## src/rtl/rrp_mult_arb_if.sv

```systemverilog
// Requester, multiplier and result signals of the two-port multiplier arbiter.
// master = requesters plus multiplier side, slave = the arbiter.
interface rrp_mult_arb_if #(
  parameter int N = 12,
  parameter int P = 27
);
  logic         req0_valid, req1_valid;
  logic         req0_ready, req1_ready;
  logic [N-1:0] req0_x, req0_y, req1_x, req1_y;
  logic [N-1:0] mul_x, mul_y;
  logic [P-1:0] mul_p;
  logic         res0_valid, res1_valid;
  logic [P-1:0] res_p;
  logic         busy;

  modport master (
    output req0_valid, req1_valid, req0_x, req0_y, req1_x, req1_y, mul_p,
    input  req0_ready, req1_ready, mul_x, mul_y, res0_valid, res1_valid, res_p, busy
  );

  modport slave (
    input  req0_valid, req1_valid, req0_x, req0_y, req1_x, req1_y, mul_p,
    output req0_ready, req1_ready, mul_x, mul_y, res0_valid, res1_valid, res_p, busy
  );
endinterface

```

## src/rtl/rrp_mult_arb.sv

```systemverilog
// Round-robin share of one pipelined signed-digit multiplier between two requesters;
// a requester tag travels beside each operand pair and steers the result strobe.
module rrp_mult_arb #(
  parameter int RADIX   = 4,
  parameter int WIDTH   = 4,
  parameter int LATENCY = WIDTH + 3
) (
  input  logic          clock,
  input  logic          reset,
  rrp_mult_arb_if.slave bus
);
  localparam int D = $clog2(RADIX) + 1;
  localparam int N = D * WIDTH;

  typedef struct packed {
    logic vld;
    logic id;
  } tag_t;

  logic              r_ptr;
  logic [N-1:0]      r_mul_x, r_mul_y;
  // Stage 0 rides with mul_x/mul_y; stage LATENCY lines up with the product on mul_p.
  tag_t [LATENCY:0]  r_tag;

  logic [1:0]        w_req_vld;
  logic [1:0][N-1:0] w_req_x, w_req_y;
  logic              w_grant, w_gid, w_busy;

  assign w_req_vld = {bus.req1_valid, bus.req0_valid};
  assign w_req_x   = {bus.req1_x, bus.req0_x};
  assign w_req_y   = {bus.req1_y, bus.req0_y};

  always_comb begin
    w_grant = 1'b0;
    w_gid   = 1'b0;
    if (!reset && |w_req_vld) begin
      w_grant = 1'b1;
      w_gid   = (&w_req_vld) ? r_ptr : w_req_vld[1];
    end
  end

  always_comb begin
    w_busy = 1'b0;
    for (int i = 0; i <= LATENCY; i++) w_busy = w_busy | r_tag[i].vld;
  end

  always_ff @(posedge clock) begin
    if (reset) begin
      r_ptr   <= 1'b0;
      r_mul_x <= '0;
      r_mul_y <= '0;
      r_tag   <= '0;
    end else begin
      // Idle edges feed 0*0 so the multiplier never sees stale operands.
      r_mul_x <= w_grant ? w_req_x[w_gid] : '0;
      r_mul_y <= w_grant ? w_req_y[w_gid] : '0;
      if (w_grant) r_ptr <= ~w_gid;
      r_tag   <= {r_tag[LATENCY-1:0], w_grant, w_gid};
    end
  end

  assign bus.req0_ready = w_grant && !w_gid;
  assign bus.req1_ready = w_grant &&  w_gid;
  assign bus.mul_x      = r_mul_x;
  assign bus.mul_y      = r_mul_y;
  assign bus.res0_valid = !reset && r_tag[LATENCY].vld && !r_tag[LATENCY].id;
  assign bus.res1_valid = !reset && r_tag[LATENCY].vld &&  r_tag[LATENCY].id;
  assign bus.res_p      = bus.mul_p;
  assign bus.busy       = !reset && w_busy;
endmodule
```

## src/flat_wrapper.sv

```systemverilog
// flat-port wrapper written by rule: the top's interface ports become plain ports
module rrp_mult_arb_flat 
#(
  parameter int RADIX   = 4,
  parameter int WIDTH   = 4,
  parameter int LATENCY = WIDTH + 3
)
  (clock, reset, bus_req0_valid, bus_req1_valid, bus_req0_x, bus_req0_y, bus_req1_x, bus_req1_y, bus_mul_p, bus_req0_ready, bus_req1_ready, bus_mul_x, bus_mul_y, bus_res0_valid, bus_res1_valid, bus_res_p, bus_busy);
  rrp_mult_arb_if bus_i ();
  input  logic clock;
  input  logic reset;
  input wire logic [$bits(bus_i.req0_valid)-1:0] bus_req0_valid;
  input wire logic [$bits(bus_i.req1_valid)-1:0] bus_req1_valid;
  input wire logic [$bits(bus_i.req0_x)-1:0] bus_req0_x;
  input wire logic [$bits(bus_i.req0_y)-1:0] bus_req0_y;
  input wire logic [$bits(bus_i.req1_x)-1:0] bus_req1_x;
  input wire logic [$bits(bus_i.req1_y)-1:0] bus_req1_y;
  input wire logic [$bits(bus_i.mul_p)-1:0] bus_mul_p;
  output wire logic [$bits(bus_i.req0_ready)-1:0] bus_req0_ready;
  output wire logic [$bits(bus_i.req1_ready)-1:0] bus_req1_ready;
  output wire logic [$bits(bus_i.mul_x)-1:0] bus_mul_x;
  output wire logic [$bits(bus_i.mul_y)-1:0] bus_mul_y;
  output wire logic [$bits(bus_i.res0_valid)-1:0] bus_res0_valid;
  output wire logic [$bits(bus_i.res1_valid)-1:0] bus_res1_valid;
  output wire logic [$bits(bus_i.res_p)-1:0] bus_res_p;
  output wire logic [$bits(bus_i.busy)-1:0] bus_busy;
  assign bus_i.req0_valid = bus_req0_valid;
  assign bus_i.req1_valid = bus_req1_valid;
  assign bus_i.req0_x = bus_req0_x;
  assign bus_i.req0_y = bus_req0_y;
  assign bus_i.req1_x = bus_req1_x;
  assign bus_i.req1_y = bus_req1_y;
  assign bus_i.mul_p = bus_mul_p;
  assign bus_req0_ready = bus_i.req0_ready;
  assign bus_req1_ready = bus_i.req1_ready;
  assign bus_mul_x = bus_i.mul_x;
  assign bus_mul_y = bus_i.mul_y;
  assign bus_res0_valid = bus_i.res0_valid;
  assign bus_res1_valid = bus_i.res1_valid;
  assign bus_res_p = bus_i.res_p;
  assign bus_busy = bus_i.busy;
  rrp_mult_arb #(.RADIX(RADIX), .WIDTH(WIDTH), .LATENCY(LATENCY)) u_core (.clock(clock), .reset(reset), .bus(bus_i));
endmodule
```

## config.mk

```make
export PLATFORM = sky130hd
export DESIGN_NAME = rrp_mult_arb_flat
export DESIGN_NICKNAME = d
export VERILOG_FILES = /design/src/rtl/rrp_mult_arb_if.sv /design/src/rtl/rrp_mult_arb.sv /design/src/flat_wrapper.sv
export SDC_FILE = /design/constraint.sdc
export NUM_CORES = 1
export LEC_CHECK = 0
export ABC_CLOCK_PERIOD_IN_PS = 1300
export CORE_MARGIN = 1.5
export CORE_UTILIZATION = 30
export DETAILED_ROUTE_END_ITERATION = 10
export MAX_ROUTING_LAYER = met4
export PLACE_DENSITY = 0.79
export SLEW_MARGIN = 15
export SYNTH_ARGS = -nofsm -noshare
export SYNTH_HDL_FRONTEND = slang
export SYNTH_SLANG_ARGS = --single-unit
```

## constraint.sdc

```tcl
create_clock -name clock -period 1.3 [get_ports clock]
set_input_delay 0.13 -clock clock [delete_from_list [all_inputs] [get_ports clock]]
set_output_delay 0.13 -clock clock [all_outputs]
set_load 0.01 [all_outputs]
```

Word-level counts from Yosys, hierarchy flattened:

Index checks and enable logic that the tools add are counted.

* register bits after elaboration: 41
* input port bits: 79
* output and inout port bits: 56
* word-level logic and storage cells: 49

* $lt $le $gt $ge: 1
* mux-type cells: 7
* bitwise gates (word level): 9
* reduce and logical (&&, ||, !) cells: 13

Operators by type and width (number)
* 12-bit two-way mux: 4
* 1-bit logical AND: 7
* 1-bit bitwise OR: 7
* 2-bit OR reduction: 2
* 1-bit logical NOT: 3
* 1-bit two-way mux: 3
* 1-bit by 2-bit less-than comparator with 1-bit output (second input constant): 1
* 1-bit NOT: 2
* 2-bit AND reduction: 1

Logic depth before layout (Yosys ltp):

* word-level depth: 8
* depth in mapped cells: 5
* mapped depth without buffers: 4

Least setup slack after synthesis:

Ideal clock, no wire load.

* path type: flip-flop to flip-flop
* from: reg u_core.r_ptr
* to: reg u_core.r_mul_x[6] (netlist: u_core.bus.mul_x[6])
* library setup time: 0.117 ns
* data arrival time: 1.031 ns
* data required time: 1.183 ns
* setup slack: 0.152 ns
* cell stages (with the launch flop): 6
* path buffers: 1
* path through: dfxtp_1 nand2_1 nand3b_1 inv_1 buf_2 a22o_1

* cells in the longest elaborated chain, start to end: 4

Ends and longest elaborated chain
* from (decl): line rrp_mult_arb.sv:20 `logic r_ptr;`
* from (signal assigned): line rrp_mult_arb.sv:57 `if (w_grant) r_ptr <= ~w_gid;`
* 1-bit two-way mux: line rrp_mult_arb.sv:38 `w_gid = (&w_req_vld) ? r_ptr : w_req_vld[1];`
* 1-bit two-way mux: line rrp_mult_arb.sv:36 `if (!reset && |w_req_vld) begin`
* 12-bit two-way mux (implied by the code) (2 in a row): line rrp_mult_arb.sv:55 `r_mul_x <= w_grant ? w_req_x[w_gid] : '0;`
* to (signal assigned): line rrp_mult_arb.sv:55
* to (decl): line rrp_mult_arb.sv:21 `logic [N-1:0] r_mul_x, r_mul_y;`

No other way between the ends. The select of a mux whose other input is x is not followed.
A chain may end at the register's enable or synchronous reset.

Final worst setup path:

* from: reg u_core.r_mul_x[1] (netlist: u_core.bus.mul_x[1])
* to: out bus_mul_x[1]

RTL lines
* to (decl): line flat_wrapper.sv:21 `output wire logic [$bits(bus_i.mul_x)-1:0] bus_mul_x;`

No word-level cell between the ends.

==> flow_summary.ini <==
[logic_synthesis]
post_synth_num_cell_types = 19
cell_count_after_synthesis = 140
synth-warning-count = 0
postSynthRegisterBits = 41
synth_area_per_cell_um2 = 11.1
synth_sequential_area_ratio = 0.530
synthesis.area_um2 = 1550
synthesis.nets = 219

[cts]
cts-htree-levels = 2
clk_transition_reported_paths_ns = 0.08
total_clock_buffers_created_by_cts = 5
worstSkewPairLatency_ns = 0.28
max-clock-path-buffers = 2
clock_tree_from_tritoncts = done
clock_sinks = 41
cts_root_buf = clkbuf_8

[timing]
totalNegativeSetupSlack_ns = 0
slew_headroom = 0.852
slew_at_the_pin_closest_to_its_max_slew_limit_ns = 0.222
finalSetupViolations = 0
finalHoldViolCount = 0
rsz0062_at_grt = yes
fmax_mhz = 792
finalCriticalPeriod_ns = 1.26
fin_worst_skew_ns = 0.00637
min_period_over_period = 0.971
timing.final.max_slew_violations = 0

[setup_path]
slowest_delay_ns = 0.54
crit_path_start_kind = flip-flop
timing.critical_path.to_type = primary output
worst-path-max-fanout = 1
cp_cell_sequence = clkdlybuf4s50_1
timing_worst_setup_path_type = flip-flop to primary output
critPathBufInv = 1
crit_family = buffers and inverters
cp.arrival_ns = 1.13
cp.required_ns = 1.17
cp_max_stage_cell = clkdlybuf4s50_1

[detailed_routing]
drt-initial-drc-count = 13
routed_wirelength_mm = 3.65
drt-vias-per-instance = 4.40
wl_met2_mm = 1.83
met3_wirelength_um = 432
drc = 0
antenna_left = 0
top_signal_layer_used = met4
met1Wirelength_mm = 1.30
num_vias = 1192
post_drt_wl_per_cell_um = 13.5
dr.pass1.iters = 3

[finish]
post_route_cells_drive_above_1_share = 0.152
design.final.nets = 282
area_delta_synth_final_pct = 56.3
layout.cells.most_common_list = clkdlybuf4s50_1, dfxtp_1, nand2_1
layoutNonFillerInstCount = 271
layout.cells.most_common = clkdlybuf4s50_1
fin_util = 0.499
diodes = 0

[pwr]
combinationalPowerShare = 0.165
sw_frac = 0.216
power.static_leakage_nw = 1.16
power-per-cell-area_nw_per_um2 = 1160
power_frac_clock = 0.359
internal-power_mw = 2.21
power.switching_mw = 0.608
irDropWorstVdd_uv = 454
sequentialPowerShare = 0.476

[die]
floorplan.core_area_um2 = 4850
start_util = 0.319
fp.dieW_um = 74.8
io-pin-count = 135
num_rows = 25
die_h_um = 74.8
die_area_um2 = 5600

[placed_design]
place_hpwl_mm = 2.78
placement.io_buffers = 80
placed_cells_incl_taps = 263
routabilityCongestion = 0.750

[outcome]
status = complete, no violations

[global_route]
antenna_found_initial = 0
wire_length_of_the_first_global_routing_pass_mm = 5.19
global_route.usage.total = 0.129
gr-total-overflow = 0
via_count_of_the_first_global_routing_pass = 1118
grt_max_degree = 25

[min_path]
min_path_type = primary input to primary output

[run]
maxCapViolCount = 0
flip-flops by register name (all words and copies together), names as in the netlist:
name              flops
u_core.bus.mul_x     12
u_core.r_tag         16
u_core.r_ptr          1
u_core.bus.mul_y     12
cell usage after synthesis:
cell | n | area share
nor3b_1 | 2 | 0.0097
nor2b_4 | 1 | 0.0089
o21ba_2 | 2 | 0.013
nor3b_4 | 1 | 0.012
dfxtp_1 | 41 | 0.53
a22o_1 | 11 | 0.062
buf_6 | 3 | 0.022
nor2b_1 | 7 | 0.028
nand3b_1 | 1 | 0.0049
clkbuf_1 | 1 | 0.0024
buf_4 | 27 | 0.13
a21oi_1 | 1 | 0.0032
nor4_1 | 2 | 0.0081
and2b_1 | 8 | 0.039
inv_1 | 1 | 0.0024
a2bb2oi_1 | 13 | 0.074
and3b_1 | 1 | 0.0057
buf_2 | 3 | 0.0097
nand2_1 | 14 | 0.034
power groups by stage:
stage	clock network, mW	registers (mW)	logic [mW]
floorplan	0	1.40	0.219
global placement	0	1.37	0.471
detailed placement	0	1.37	0.478
CTS	1.05	1.34	0.475
global route	1.09	1.35	0.502
finish	1.01	1.34	0.464
area by class of cell:
cell class / count / area, um2
Clock inverter: 3 / 46.3
Inverter: 1 / 3.75
Timing Repair Buffer: 90 / 905
Fill cell: 441 / 2430
Multi-Input combinational cell: 64 / 485
Sequential cell: 41 / 827
Tap cell: 67 / 83.8
Clock buffer: 5 / 68.8
layer usage:
| layer | GRT usage | vias to the layer above |
|---|---|---|
| li1 | - | 572 |
| met1 | 0.132 | 532 |
| met2 | 0.215 | 71 |
| met3 | 0.0509 | 17 |
| met4 | 0.0667 | 0 |
| met5 | - | - |
kinds of logic after synthesis:
logic type      after synthesis  share of synthesized area
buf+inv                      35                      0.167
compound gates               27                      0.152
simple gates                 37                      0.150
flops                        41                      0.530
per-stage QoR:
step,cell area [um2],setup WS (ns),hold WS (ns),power [mW]
final,2420,0.0373,0.260,2.82
after global routing,2420,-0.0295,0.260,2.95
after CTS,2370,-0.0686,0.260,2.87
after detailed placement,2260,-0.398,0.260,1.85
after global placement,2260,-0.387,0.260,1.84
after floorplan,1550,0.152,0.255,1.62
path summary, 6_finish.rpt:
path / slack, ns / cells past startpoint / from / to
min: 0.26 / 0 / bus_mul_p[12] / bus_res_p[12]
max: 0.04 / 1 / u_core.bus.mul_x[1]$_SDFF_PP0_ / bus_mul_x[1]
max reg2reg: 0.12 / 4 / u_core.r_ptr$_SDFFE_PP0P_ / u_core.bus.mul_y[10]$_SDFF_PP0_
min reg2reg: 0.44 / 1 / u_core.r_tag[8]$_SDFF_PP0_ / u_core.r_tag[10]$_SDFF_PP0_
timing repair:
action	4_1_cts	5_1_grt
pin swaps	2	2
gates resized for setup	16	20
setup endpoints to repair	19	27
setup buffers	0	0
hold buffers	0	0
Power figures use the tool's default switching activity.
